### config.mk
export PLATFORM = sky130hd
export DESIGN_NAME = serial_adder
export DESIGN_NICKNAME = d
export VERILOG_FILES = /design/src/rtl/serial_adder.sv
export SDC_FILE = /design/constraint.sdc
export NUM_CORES = 1
export LEC_CHECK = 0
export ABC_CLOCK_PERIOD_IN_PS = 4300
export BUFFER_PORTS_ARGS = -buffer_cell sky130_fd_sc_hd__buf_4
export CAP_MARGIN = 20
export CORE_MARGIN = 2
export CORE_UTILIZATION = 56
export DETAILED_ROUTE_END_ITERATION = 16
export PLACE_DENSITY = 0.85
export SYNTH_ARGS = -nofsm -noshare
export SYNTH_HDL_FRONTEND = slang
export SYNTH_SLANG_ARGS = --single-unit
### constraint.sdc
create_clock -name Clock -period 4.3 [get_ports Clock]
set_input_delay 0 -clock Clock [delete_from_list [all_inputs] [get_ports Clock]]
set_output_delay 0 -clock Clock [all_outputs]
set_load 0.01 [all_outputs]
### src/rtl/serial_adder.sv
// serial_adder: multi-cycle ripple adder summing D bits of two N-bit operands
// per clock through a registered carry, with a Start/Busy/Done handshake.
// Optional build macro: SUBTRACT_EN adds the Sub port (Sub=1 computes X-Y).
module serial_adder #(
   parameter int N = 8,
   parameter int D = 1
) (
   input  logic         Clock,
   input  logic         Reset,
   input  logic         Start,
   input  logic         Cin,
`ifdef SUBTRACT_EN
   input  logic         Sub,
`endif
   input  logic [N-1:0] X,
   input  logic [N-1:0] Y,
   output logic [N-1:0] S,
   output logic         Cout,
   output logic         Overflow,
   output logic         Busy,
   output logic         Done
);

   localparam int NDIG = N / D;
   localparam int CW   = (NDIG > 1) ? $clog2(NDIG) : 1;
   localparam logic [CW-1:0] LAST    = CW'(NDIG - 1);
   localparam logic [CW-1:0] CNT_ONE = CW'(1);

   generate
      if (N < 2 || (N % D) != 0) begin : g_param_check
         $error("serial_adder: N must be >= 2 and an integer multiple of D");
      end
   endgenerate

   typedef enum logic [1:0] {
      ST_IDLE,
      ST_RUN,
      ST_DONE
   } state_t;

   state_t          state_q, state_d;
   logic [N-1:0]    xr_q, xr_d;
   logic [N-1:0]    yr_q, yr_d;
   logic [N-1:0]    s_q, s_d;
   logic            carry_q, carry_d;
   logic            cout_q, cout_d;
   logic            ovf_q, ovf_d;
   logic [CW-1:0]   cnt_q, cnt_d;

   logic [D:0]      digit;
   logic [N+D-1:0]  s_shift;
   logic            accept;
   logic [N-1:0]    y_load;
   logic            c_load;

   // Next-state: operand capture on accepted Start, one digit per RUN cycle.
   always_comb begin
      state_d = state_q;
      xr_d    = xr_q;
      yr_d    = yr_q;
      s_d     = s_q;
      carry_d = carry_q;
      cout_d  = cout_q;
      ovf_d   = ovf_q;
      cnt_d   = cnt_q;

      digit   = {1'b0, xr_q[D-1:0]} + {1'b0, yr_q[D-1:0]} + {{D{1'b0}}, carry_q};
      // Concatenate then slice so the shift is legal even when D == N.
      s_shift = {digit[D-1:0], s_q};
      accept  = Start && (state_q == ST_IDLE || state_q == ST_DONE);

`ifdef SUBTRACT_EN
      y_load  = Sub ? ~Y : Y;
      c_load  = Sub | Cin;
`else
      y_load  = Y;
      c_load  = Cin;
`endif

      case (state_q)
         ST_RUN: begin
            xr_d    = xr_q >> D;
            yr_d    = yr_q >> D;
            carry_d = digit[D];
            s_d     = s_shift[N+D-1:D];
            cnt_d   = cnt_q + CNT_ONE;
            if (cnt_q == LAST) begin
               cout_d  = digit[D];
               // Carry into the MSB recovered as x^y^sum at that bit.
               ovf_d   = xr_q[D-1] ^ yr_q[D-1] ^ digit[D-1] ^ digit[D];
               state_d = ST_DONE;
            end
         end
         default: begin
            if (accept) begin
               xr_d    = X;
               yr_d    = y_load;
               carry_d = c_load;
               cnt_d   = '0;
               state_d = ST_RUN;
            end else if (state_q == ST_DONE) begin
               state_d = ST_IDLE;
            end
         end
      endcase
   end

   // State and datapath registers with synchronous reset.
   always_ff @(posedge Clock) begin
      if (Reset) begin
         state_q <= ST_IDLE;
         xr_q    <= '0;
         yr_q    <= '0;
         s_q     <= '0;
         carry_q <= 1'b0;
         cout_q  <= 1'b0;
         ovf_q   <= 1'b0;
         cnt_q   <= '0;
      end else begin
         state_q <= state_d;
         xr_q    <= xr_d;
         yr_q    <= yr_d;
         s_q     <= s_d;
         carry_q <= carry_d;
         cout_q  <= cout_d;
         ovf_q   <= ovf_d;
         cnt_q   <= cnt_d;
      end
   end

   assign S        = s_q;
   assign Cout     = cout_q;
   assign Overflow = ovf_q;
   assign Busy     = (state_q == ST_RUN);
   assign Done     = (state_q == ST_DONE);

endmodule

==> tab_implementation.tex, run 1 <==
\begin{tabular}{lr}
\hline
Metric & Value \\
\hline
\multicolumn{2}{l}{\textbf{Clocking}} \\
Quantity of hold-fixing buffers added after cts & 2 \\
Maximum buffer depth of the clock tree & 2 \\
Clk sink count & 32 \\
Setup fix buffers added after clock tree synthesis & 0 \\
Insertion delay to the later sink of the worst-skew pair & 0.33 ns \\
Clock transition at the register clock pins on the worst setup and hold paths after CTS & 0.09 ns \\
Count of instances resized after the clock tree is built & 0 \\
TritonCTS clock tree & done \\
Total clock buffers created by CTS & 5 \\
H-Tree Depth & 2 \\
Root buffer cell & clkbuf\_4 \\
\multicolumn{2}{l}{\textbf{Power}} \\
Static Leak & 0.721 nW \\
Power density over the cells & 369 nW/um\^{}2 \\
Maximum resistive drop on vdd & 0.233 mV \\
\multicolumn{2}{l}{\textbf{Worst hold path}} \\
Hold Path Origin & Cin \\
Type of the tightest min-delay check & in -> reg \\
\multicolumn{2}{l}{\textbf{Global route}} \\
Maximum number of pins on one net before global-route repair & 36 \\
Number of antenna violations at the first check in global routing & 0 \\
Global-route wire length before repair & 4.34 mm \\
Overall fraction of global-route tracks in use & 21.1\% \\
Via count of the first global-routing pass & 1,043 \\
Aggregate global routing overflow & 0 \\
\multicolumn{2}{l}{\textbf{STA}} \\
Relative max-transition margin & 33.9\% \\
Min Clock Period, post-route & 2.30 ns \\
Final setup violation count & 0 \\
Clk\_skew & 0.00500 ns \\
Worst Tran Pin Value & 0.991 ns \\
Fin crit share & 53.4\% \\
Hold slack & 0.0148 ns \\
Max Slew Vio Count & 0 \\
Setup total negative slack & 0 ns \\
Final Hold Violating Endpoints & 0 \\
F\_max & 0.435 GHz \\
Setup repair after global routing missed its margin & false \\
Final critical-path setup slack & 2.00 ns \\
\multicolumn{2}{l}{\textbf{Finish}} \\
Area Overhead vs Synth & 18.9\% \\
Fin nets & 200 \\
Number of antenna diodes & 0 \\
Layout cells sized above 1 & 21.8\% \\
Top library cells by usage in the layout, fill and taps aside & 32 x dfxtp\_1, 31 x buf\_4, 25 x mux2i\_1 \\
Final core occ & 69.3\% \\
Post-Layout Inst Area & 1690 um\^{}2 \\
Most common library cell in the layout ignoring fill and taps & dfxtp\_1 \\
\multicolumn{2}{l}{\textbf{Logic synthesis}} \\
Register bit count reported by yosys & 32 \\
Warnings, synthesis & 0 \\
Count of cell types in the netlist & 24 \\
Ranking of synthesized cells by area & dfxtp\_1 45\%, mux2i\_1 18\%, a211oi\_1 8.5\% \\
Cell type with the highest aggregate area in the netlist & dfxtp\_1 \\
Number of synthesized flops with an enable pin & 0 \\
Share of the yosys chip area belonging to registers & 45.1\% \\
Average size of a mapped cell & 9.85 um\^{}2 \\
Syn Nets & 170 \\
Post-synth ARST share & 0\% \\
Most frequently used flop master after synthesis & dfxtp\_1 \\
Portion of synthesized cell area occupied by the leading cell type & 45.1\% \\
Cells after Synth & 144 \\
Netlist Area Pre-Place & 1420 um\^{}2 \\
\multicolumn{2}{l}{\textbf{Worst setup path}} \\
Type of destination of the critical path & register \\
List of cells traversed by the critical path & inv\_1 -> ha\_1 -> inv\_2 -> or3\_1 -> a31oi\_1 \\
R2R Path Start & state\_q[1] \\
Type of the worst setup path & reg -> reg \\
Type of origin of the critical path & register \\
Critical path peak fanout & 35 \\
Slowest CP cell & ha\_1 \\
Launching element of the worst setup path & state\_q[1] \\
Arrival time worst endpoint & 2.56 ns \\
Crit path largest cell delay & 0.73 ns \\
CP required & 4.56 ns \\
\multicolumn{2}{l}{\textbf{Run status}} \\
Status & complete, no violations \\
\multicolumn{2}{l}{\textbf{Floorplan}} \\
Die area & 2950 um\^{}2 \\
Starting density of the core & 58.3\% \\
Ports & 32 \\
Core Box Area & 2430 um\^{}2 \\
Vert. Die Dim & 54.3 um \\
Overall die width & 54.3 um \\
Std cell rows & 18 \\
\multicolumn{2}{l}{\textbf{Routing}} \\
Number of design-rule violations left by the first detailed-router iteration & 15 \\
Average detailed-routed wire length per instance & 13.0 um \\
Number of iterations in the first detailed-routing pass & 4 \\
Number of nets still failing antenna checks after routing & 0 \\
Final wirelength & 2.66 mm \\
DRC violation count after routing & 0 \\
Total via count after detailed routing & 1,112 \\
Average vias per placed instance & 5.45 \\
\multicolumn{2}{l}{\textbf{Placement}} \\
Number of buffers added on ports & 31 \\
Post-detailed-placement cell area & 1620 um\^{}2 \\
Worst slack, placed & 2.01 ns \\
Total half-perimeter wirelength after legalization and detailed placement & 1.90 mm \\
Weighted congestion at the end of routability-driven global placement & 0.755 \\
\multicolumn{2}{l}{\textbf{Job}} \\
Max Cap Violations & 0 \\
\hline
\end{tabular}
[report_power, final]
part | internal [mW] | switching, mW | total, mW
clock network | 0.0601 | 0.0961 | 0.156
registers | 0.320 | 0.0153 | 0.336
logic | 0.0642 | 0.0663 | 0.131
[per-stage QoR]
step / total power [mW] / std cells
final: 0.622 / 204
after CTS: 0.631 / 204
after detailed placement: 0.473 / 195
after global placement: 0.466 / 195
after floorplan: 0.444 / 144
after global routing: 0.659 / 204
[sequential cells by signal, indices dropped and copies added (netlist names)]
register	flops
Cout	1
Overflow	1
S	8
carry_q	1
cnt_q	3
state_q	2
xr_q	8
yr_q	8
[cell families after synthesis]
group / synth area share, %
xor+xnor: 1.85
buf+inv: 5.91
simple gates: 10.8
fa+ha+maj: 5.82
flops: 45.1
compound gates: 12.9
mux: 17.6
[synthesized netlist by cell type, types with 2 or more instances]
cell	count
o21ai_0	2
ha_1	5
nor3_1	2
clkbuf_1	4
buf_2	3
dfxtp_1	32
mux2i_1	25
nand3_1	5
xnor2_1	3
nand2_1	5
a21oi_1	6
nor2_1	23
inv_1	3
a211oi_1	16
[critical path, delay by kind of cell (launching register included)]
kind                     cells  cell delay [ns]
adder cells (fa/ha/maj)      1             0.73
buffers and inverters        2             0.55
AND/OR/NAND/NOR              1             0.46
flip-flops                   1             0.32
AO/OA/AOI/OAI                1             0.17
[routing by layer]
layer,track usage (%),routed length (um)
met4,10.8,51
met5,0,0
met2,35.7,1330
met3,7.65,150
met1,22.9,1130
[worst paths after layout]
path,end,slack [ns],cells past startpoint
setup / recovery,state_q[0],2.00,5
hold / removal,carry_q,0.01,3
setup reg to reg,state_q[0],2.00,5
hold reg to reg,Cout,0.47,2
[area by class of cell]
| cell class | instances | area (um^2) |
|---|---|---|
| multi-input combinational | 98 | 694 |
| timing repair buffer | 33 | 253 |
| inverter | 4 | 15.0 |
| clock buffer | 6 | 41.3 |
| clock inverter | 1 | 5.00 |
| fill | 196 | 746 |
| sequential | 32 | 641 |
| tap | 30 | 37.5 |
Note: power is estimated with default switching activity, not from simulation.
==> run 2, diff against run 1 <==
Settings changed: ABC_CLOCK_PERIOD_IN_PS 4300 to 2300, CORE_UTILIZATION 56 to 52, PLACE_DENSITY 0.85 to 0.8.
Clock period 4.3 ns to 2.3 ns, I/O delays scaled along.
==> tab_implementation.tex, run 2 (synthesized netlist as in run 1, its figures left out) <==
\begin{tabular}{lr}
\hline
Metric & Value \\
\hline
\multicolumn{2}{l}{\textbf{Clocking}} \\
Clk sink count & 32 \\
Maximum buffer depth of the clock tree & 2 \\
TritonCTS clock tree & done \\
Root buffer cell & clkbuf\_4 \\
H-Tree Depth & 2 \\
Total clock buffers created by CTS & 5 \\
Quantity of hold-fixing buffers added after cts & 2 \\
Insertion delay to the later sink of the worst-skew pair & 0.32 ns \\
Clock transition at the register clock pins on the worst setup and hold paths after CTS & 0.09 ns \\
Setup fix buffers added after clock tree synthesis & 0 \\
Count of instances resized after the clock tree is built & 0 \\
\multicolumn{2}{l}{\textbf{Power}} \\
Internal cell power & 0.873 mW \\
Fraction of power consumed by sequential logic & 52.0\% \\
Clk network pwr share & 27.3\% \\
Relative contribution of combinational cells to total power & 20.7\% \\
Fraction of power spent switching nets & 27.7\% \\
Maximum resistive drop on vdd & 0.553 mV \\
Power dissipated by switching net loads & 0.335 mW \\
Power density over the cells & 705 nW/um\^{}2 \\
Static Leak & 0.735 nW \\
\multicolumn{2}{l}{\textbf{Worst setup path}} \\
Type of origin of the critical path & register \\
Type of the worst setup path & reg -> reg \\
Type of destination of the critical path & register \\
Critical path peak fanout & 19 \\
CP required & 2.53 ns \\
Arrival time worst endpoint & 2.21 ns \\
\multicolumn{2}{l}{\textbf{Floorplan}} \\
Ports & 32 \\
Die area & 3160 um\^{}2 \\
Vert. Die Dim & 56.2 um \\
Overall die width & 56.2 um \\
Core Box Area & 2520 um\^{}2 \\
Starting density of the core & 56.3\% \\
Std cell rows & 18 \\
\multicolumn{2}{l}{\textbf{Placement}} \\
Number of buffers added on ports & 31 \\
Total half-perimeter wirelength after legalization and detailed placement & 1.83 mm \\
Weighted congestion at the end of routability-driven global placement & 0.731 \\
Post-detailed-placement cell area & 1640 um\^{}2 \\
\multicolumn{2}{l}{\textbf{Routing}} \\
DRC violation count after routing & 0 \\
Average detailed-routed wire length per instance & 12.8 um \\
Total via count after detailed routing & 1,108 \\
Final wirelength & 2.65 mm \\
Number of design-rule violations left by the first detailed-router iteration & 19 \\
Average vias per placed instance & 5.35 \\
Number of iterations in the first detailed-routing pass & 4 \\
Number of nets still failing antenna checks after routing & 0 \\
\multicolumn{2}{l}{\textbf{STA}} \\
Worst Tran Pin Value & 0.988 ns \\
Min Clock Period, post-route & 1.98 ns \\
Max Slew Vio Count & 0 \\
Clk\_skew & 0.00668 ns \\
Relative max-transition margin & 34.1\% \\
Setup total negative slack & 0 ns \\
Final setup violation count & 0 \\
Final Hold Violating Endpoints & 0 \\
F\_max & 0.504 GHz \\
Setup repair after global routing missed its margin & false \\
Fin crit share & 86.3\% \\
\multicolumn{2}{l}{\textbf{Finish}} \\
Fin nets & 202 \\
Most common library cell in the layout ignoring fill and taps & buf\_4 \\
Post-Layout Inst Area & 1710 um\^{}2 \\
Top library cells by usage in the layout, fill and taps aside & 33 x buf\_4, 32 x dfxtp\_1, 25 x mux2i\_1 \\
Number of antenna diodes & 0 \\
Count of fill cells added during filler insertion & 211 \\
Layout cells sized above 1 & 22.6\% \\
Area Overhead vs Synth & 20.8\% \\
\multicolumn{2}{l}{\textbf{Global route}} \\
Global-route wire length before repair & 4.54 mm \\
Overall fraction of global-route tracks in use & 18.2\% \\
Via count of the first global-routing pass & 1,099 \\
Aggregate global routing overflow & 0 \\
Maximum number of pins on one net before global-route repair & 33 \\
Number of antenna violations at the first check in global routing & 0 \\
\multicolumn{2}{l}{\textbf{Job}} \\
Max Cap Violations & 0 \\
\multicolumn{2}{l}{\textbf{Worst hold path}} \\
Type of the tightest min-delay check & in -> reg \\
\multicolumn{2}{l}{\textbf{Run status}} \\
Status & complete, no violations \\
\hline
\end{tabular}
## run 2: cell types whose count changed in the layout (fill, tap and decap cells not counted), sizes merged
cell    change
buf         +2
clkbuf      +2
clkinv      -1
## run 2: stage by stage
| stage | utilization (%) | hold WS, ns | setup slack, ns | total power [mW] | std cells |
|---|---|---|---|---|---|
| 2_1_floorplan | - | 0.0721 | 0.802 | 0.829 | 144 |
| 3_3_place_gp | 64.8 | 0.289 | 0.449 | 0.873 | 197 |
| 3_5_place_dp | 64.8 | 0.312 | 0.313 | 0.888 | 197 |
| 4_1_cts | 68.0 | 0.0204 | 0.293 | 1.22 | 207 |
| 5_1_grt | 68.0 | 0.0151 | 0.125 | 1.27 | 207 |
| 6_report | 68.0 | 0.0242 | 0.316 | 1.21 | 207 |
## run 2: worst max-delay path, cell delays in order (launching register included)
cell and delay, ns:
dfxtp_1 0.34, inv_1 0.10, ha_1 0.20, o21a_1 0.78, mux2i_1 0.17, a211oi_1 0.30
## run 2: final timing paths
path	from	cells after the start	endpoint	slack, ns
max reg2reg	state_q[0]	5	yr_q[2]	0.32
min	X[5]	3	xr_q[5]	0.02
min reg2reg	Cout	2	Cout	0.47
max	state_q[0]	5	yr_q[2]	0.32
## run 2: layout make-up
type / instances / area, um^2 / share of cell area (%)
Timing Repair Buffer: 35 / 268 / 15.6
Inverter: 4 / 15.0 / 0.876
Multi-Input combinational cell: 98 / 694 / 40.5
Sequential cell: 32 / 641 / 37.4
Tap cell: 30 / 37.5 / 2.19
Clock buffer: 8 / 58.8 / 3.43
## run 2: metal layers
metal | GRT usage [%] | wire length (um) | share of wire [%]
met5 | 0 | 0 | 0
met4 | 9.52 | 37 | 1.4
met3 | 5.12 | 114 | 4.3
met2 | 28.6 | 1270 | 48
met1 | 22.5 | 1230 | 46
## run 2: power by group through the flow
stage	logic [mW]	clock network [mW]	registers (mW)
global route	0.275	0.365	0.634
detailed placement	0.247	0	0.640
floorplan	0.195	0	0.634
CTS	0.251	0.338	0.628
global placement	0.235	0	0.638
finish	0.250	0.330	0.628
==> run 3, diff against run 2 <==
Settings changed: CORE_MARGIN 2 to not set, GPL_TIMING_DRIVEN set to 0.
==> tab_implementation.tex, run 3 (synthesized netlist as in run 1, its figures left out) <==
\begin{tabular}{lr}
\hline
Metric & Value \\
\hline
\multicolumn{2}{l}{\textbf{Run status}} \\
Status & complete, no violations \\
\multicolumn{2}{l}{\textbf{Clocking}} \\
Total clock buffers created by CTS & 5 \\
Count of instances resized after the clock tree is built & 0 \\
Clk sink count & 32 \\
Clock transition at the register clock pins on the worst setup and hold paths after CTS & 0.10 ns \\
Setup fix buffers added after clock tree synthesis & 0 \\
H-Tree Depth & 2 \\
Maximum buffer depth of the clock tree & 2 \\
Insertion delay to the later sink of the worst-skew pair & 0.33 ns \\
Root buffer cell & clkbuf\_4 \\
TritonCTS clock tree & done \\
\multicolumn{2}{l}{\textbf{Finish}} \\
Area Overhead vs Synth & 26.2\% \\
Layout cells sized above 1 & 24.6\% \\
Area used by sequential logic in the layout & 641 um\^{}2 \\
Number of antenna diodes & 0 \\
Combined area of the multi-input logic cells & 694 um\^{}2 \\
Fin nets & 212 \\
Top library cells by usage in the layout, fill and taps aside & 32 x dfxtp\_1, 32 x buf\_4, 25 x mux2i\_1 \\
Count of fill cells added during filler insertion & 196 \\
Final core occ & 71.0\% \\
Post-Layout Inst Area & 1790 um\^{}2 \\
Post-layout instance count excluding filler cells & 217 \\
\multicolumn{2}{l}{\textbf{Routing}} \\
Number of design-rule violations left by the first detailed-router iteration & 15 \\
Number of nets still failing antenna checks after routing & 0 \\
Average vias per placed instance & 5.36 \\
Average detailed-routed wire length per instance & 12.9 um \\
Total via count after detailed routing & 1,163 \\
Final wirelength & 2.80 mm \\
Number of iterations in the first detailed-routing pass & 4 \\
DRC violation count after routing & 0 \\
\multicolumn{2}{l}{\textbf{Global route}} \\
Met2 capacity usage during global routing & 33.9\% \\
Met3 Track Usage GR & 5.83\% \\
Met1 usage in global routing & 27.3\% \\
Peak-usage layer in the global routing report & met2 \\
Number of antenna violations at the first check in global routing & 0 \\
Overall fraction of global-route tracks in use & 22.0\% \\
Global-route wire length before repair & 4.44 mm \\
Via count of the first global-routing pass & 1,016 \\
Maximum number of pins on one net before global-route repair & 11 \\
Aggregate global routing overflow & 0 \\
\multicolumn{2}{l}{\textbf{Worst setup path}} \\
Slowest CP cell & dfxtp\_1 \\
List of cells traversed by the critical path & inv\_1 -> ha\_1 -> o21a\_1 -> buf\_6 -> buf\_12 -> mux2i\_1 -> a211oi\_1 \\
Type of the worst setup path & reg -> reg \\
CP required & 2.55 ns \\
Type of origin of the critical path & register \\
Type of destination of the critical path & register \\
Critical path buffer and inverter count & 3 \\
Family of cells with the greatest summed delay on the critical path & compound AO/OA/AOI/OAI gates \\
Crit path largest cell delay & 0.37 ns \\
Arrival time worst endpoint & 1.89 ns \\
Critical path peak fanout & 10 \\
\multicolumn{2}{l}{\textbf{Placement}} \\
Weighted congestion at the end of routability-driven global placement & 0.786 \\
Post-detailed-placement cell area & 1690 um\^{}2 \\
Number of buffers added on ports & 31 \\
Instance count after placement with tap cells included & 205 \\
Total half-perimeter wirelength after legalization and detailed placement & 2.09 mm \\
\multicolumn{2}{l}{\textbf{Power}} \\
Relative contribution of combinational cells to total power & 22.0\% \\
PnR Total Power & 1.24 mW \\
Power dissipated by switching net loads & 0.355 mW \\
Fraction of power consumed by sequential logic & 50.7\% \\
Static Leak & 0.775 nW \\
Clk network pwr share & 27.3\% \\
Internal cell power & 0.882 mW \\
Power density over the cells & 691 nW/um\^{}2 \\
Fraction of power spent switching nets & 28.7\% \\
Maximum resistive drop on vdd & 0.534 mV \\
\multicolumn{2}{l}{\textbf{Floorplan}} \\
Vert. Die Dim & 54.2 um \\
Ports & 32 \\
Die area & 2940 um\^{}2 \\
Starting density of the core & 56.3\% \\
Core Box Area & 2520 um\^{}2 \\
Std cell rows & 18 \\
Overall die width & 54.2 um \\
\multicolumn{2}{l}{\textbf{STA}} \\
Max Slew Vio Count & 0 \\
Min Clock Period, post-route & 1.64 ns \\
Final Hold Violating Endpoints & 0 \\
Final setup violation count & 0 \\
Worst Tran Pin Value & 0.588 ns \\
Fin crit share & 71.4\% \\
Clk\_skew & 0.0112 ns \\
Relative max-transition margin & 60.4\% \\
Setup total negative slack & 0 ns \\
F\_max & 0.609 GHz \\
Setup repair after global routing missed its margin & false \\
\multicolumn{2}{l}{\textbf{Job}} \\
Max Cap Violations & 0 \\
\multicolumn{2}{l}{\textbf{Worst hold path}} \\
Type of the tightest min-delay check & in -> reg \\
\hline
\end{tabular}
## run 3: final cells by class
class | count | area share (%)
Multi-Input combinational cell | 98 | 38.8
Sequential cell | 32 | 35.8
Timing Repair Buffer | 35 | 15.2
Buffer | 10 | 3.84
Clock buffer | 6 | 2.87
Tap cell | 30 | 2.10
Inverter | 4 | 0.839
Clock inverter | 2 | 0.559
## run 3: worst paths after layout
kind / to / slack [ns] / startpoint / depth (start not counted)
max: xr_q[5] / 0.66 / state_q[0] / 7
min: yr_q[3] / 0.01 / Y[3] / 3
max reg2reg: xr_q[5] / 0.66 / state_q[0] / 7
min reg2reg: Cout / 0.47 / Cout / 2
## run 3: power by group through the flow
stage / registers (mW) / logic (mW) / clock network (mW)
after detailed placement: 0.641 / 0.266 / 0
after global placement: 0.638 / 0.257 / 0
after global routing: 0.632 / 0.300 / 0.369
final: 0.628 / 0.272 / 0.337
after CTS: 0.628 / 0.271 / 0.344
after floorplan: 0.634 / 0.195 / 0
## run 3: layer usage
layer	up-vias	share of wire [%]	routed length, um
met4	0	2.0	56
met5	-	0	0
li1	591	-	-
met2	22	49	1370
met1	543	46	1280
met3	7	3.2	89
## run 3: per-stage QoR
| stage | worst slack, ns | hold slack [ns] |
|---|---|---|
| final | 0.657 | 0.0130 |
| after global routing | 0.515 | 0.0108 |
| after CTS | 0.651 | 0.0112 |
| after detailed placement | 0.690 | 0.208 |
| after global placement | 0.772 | 0.203 |
| after floorplan | 0.802 | 0.0721 |
## run 3: tightest hold or removal path: stages
cell and delay [ns]:
buf_4 0.10, mux2i_1 0.12, a211oi_1 0.08
## run 3: timing repair
item | in CTS | in global routing
hold buffers | 3 | 1
endpoints found under the hold margin | 4 | 1
setup endpoints to repair | 0 | 0
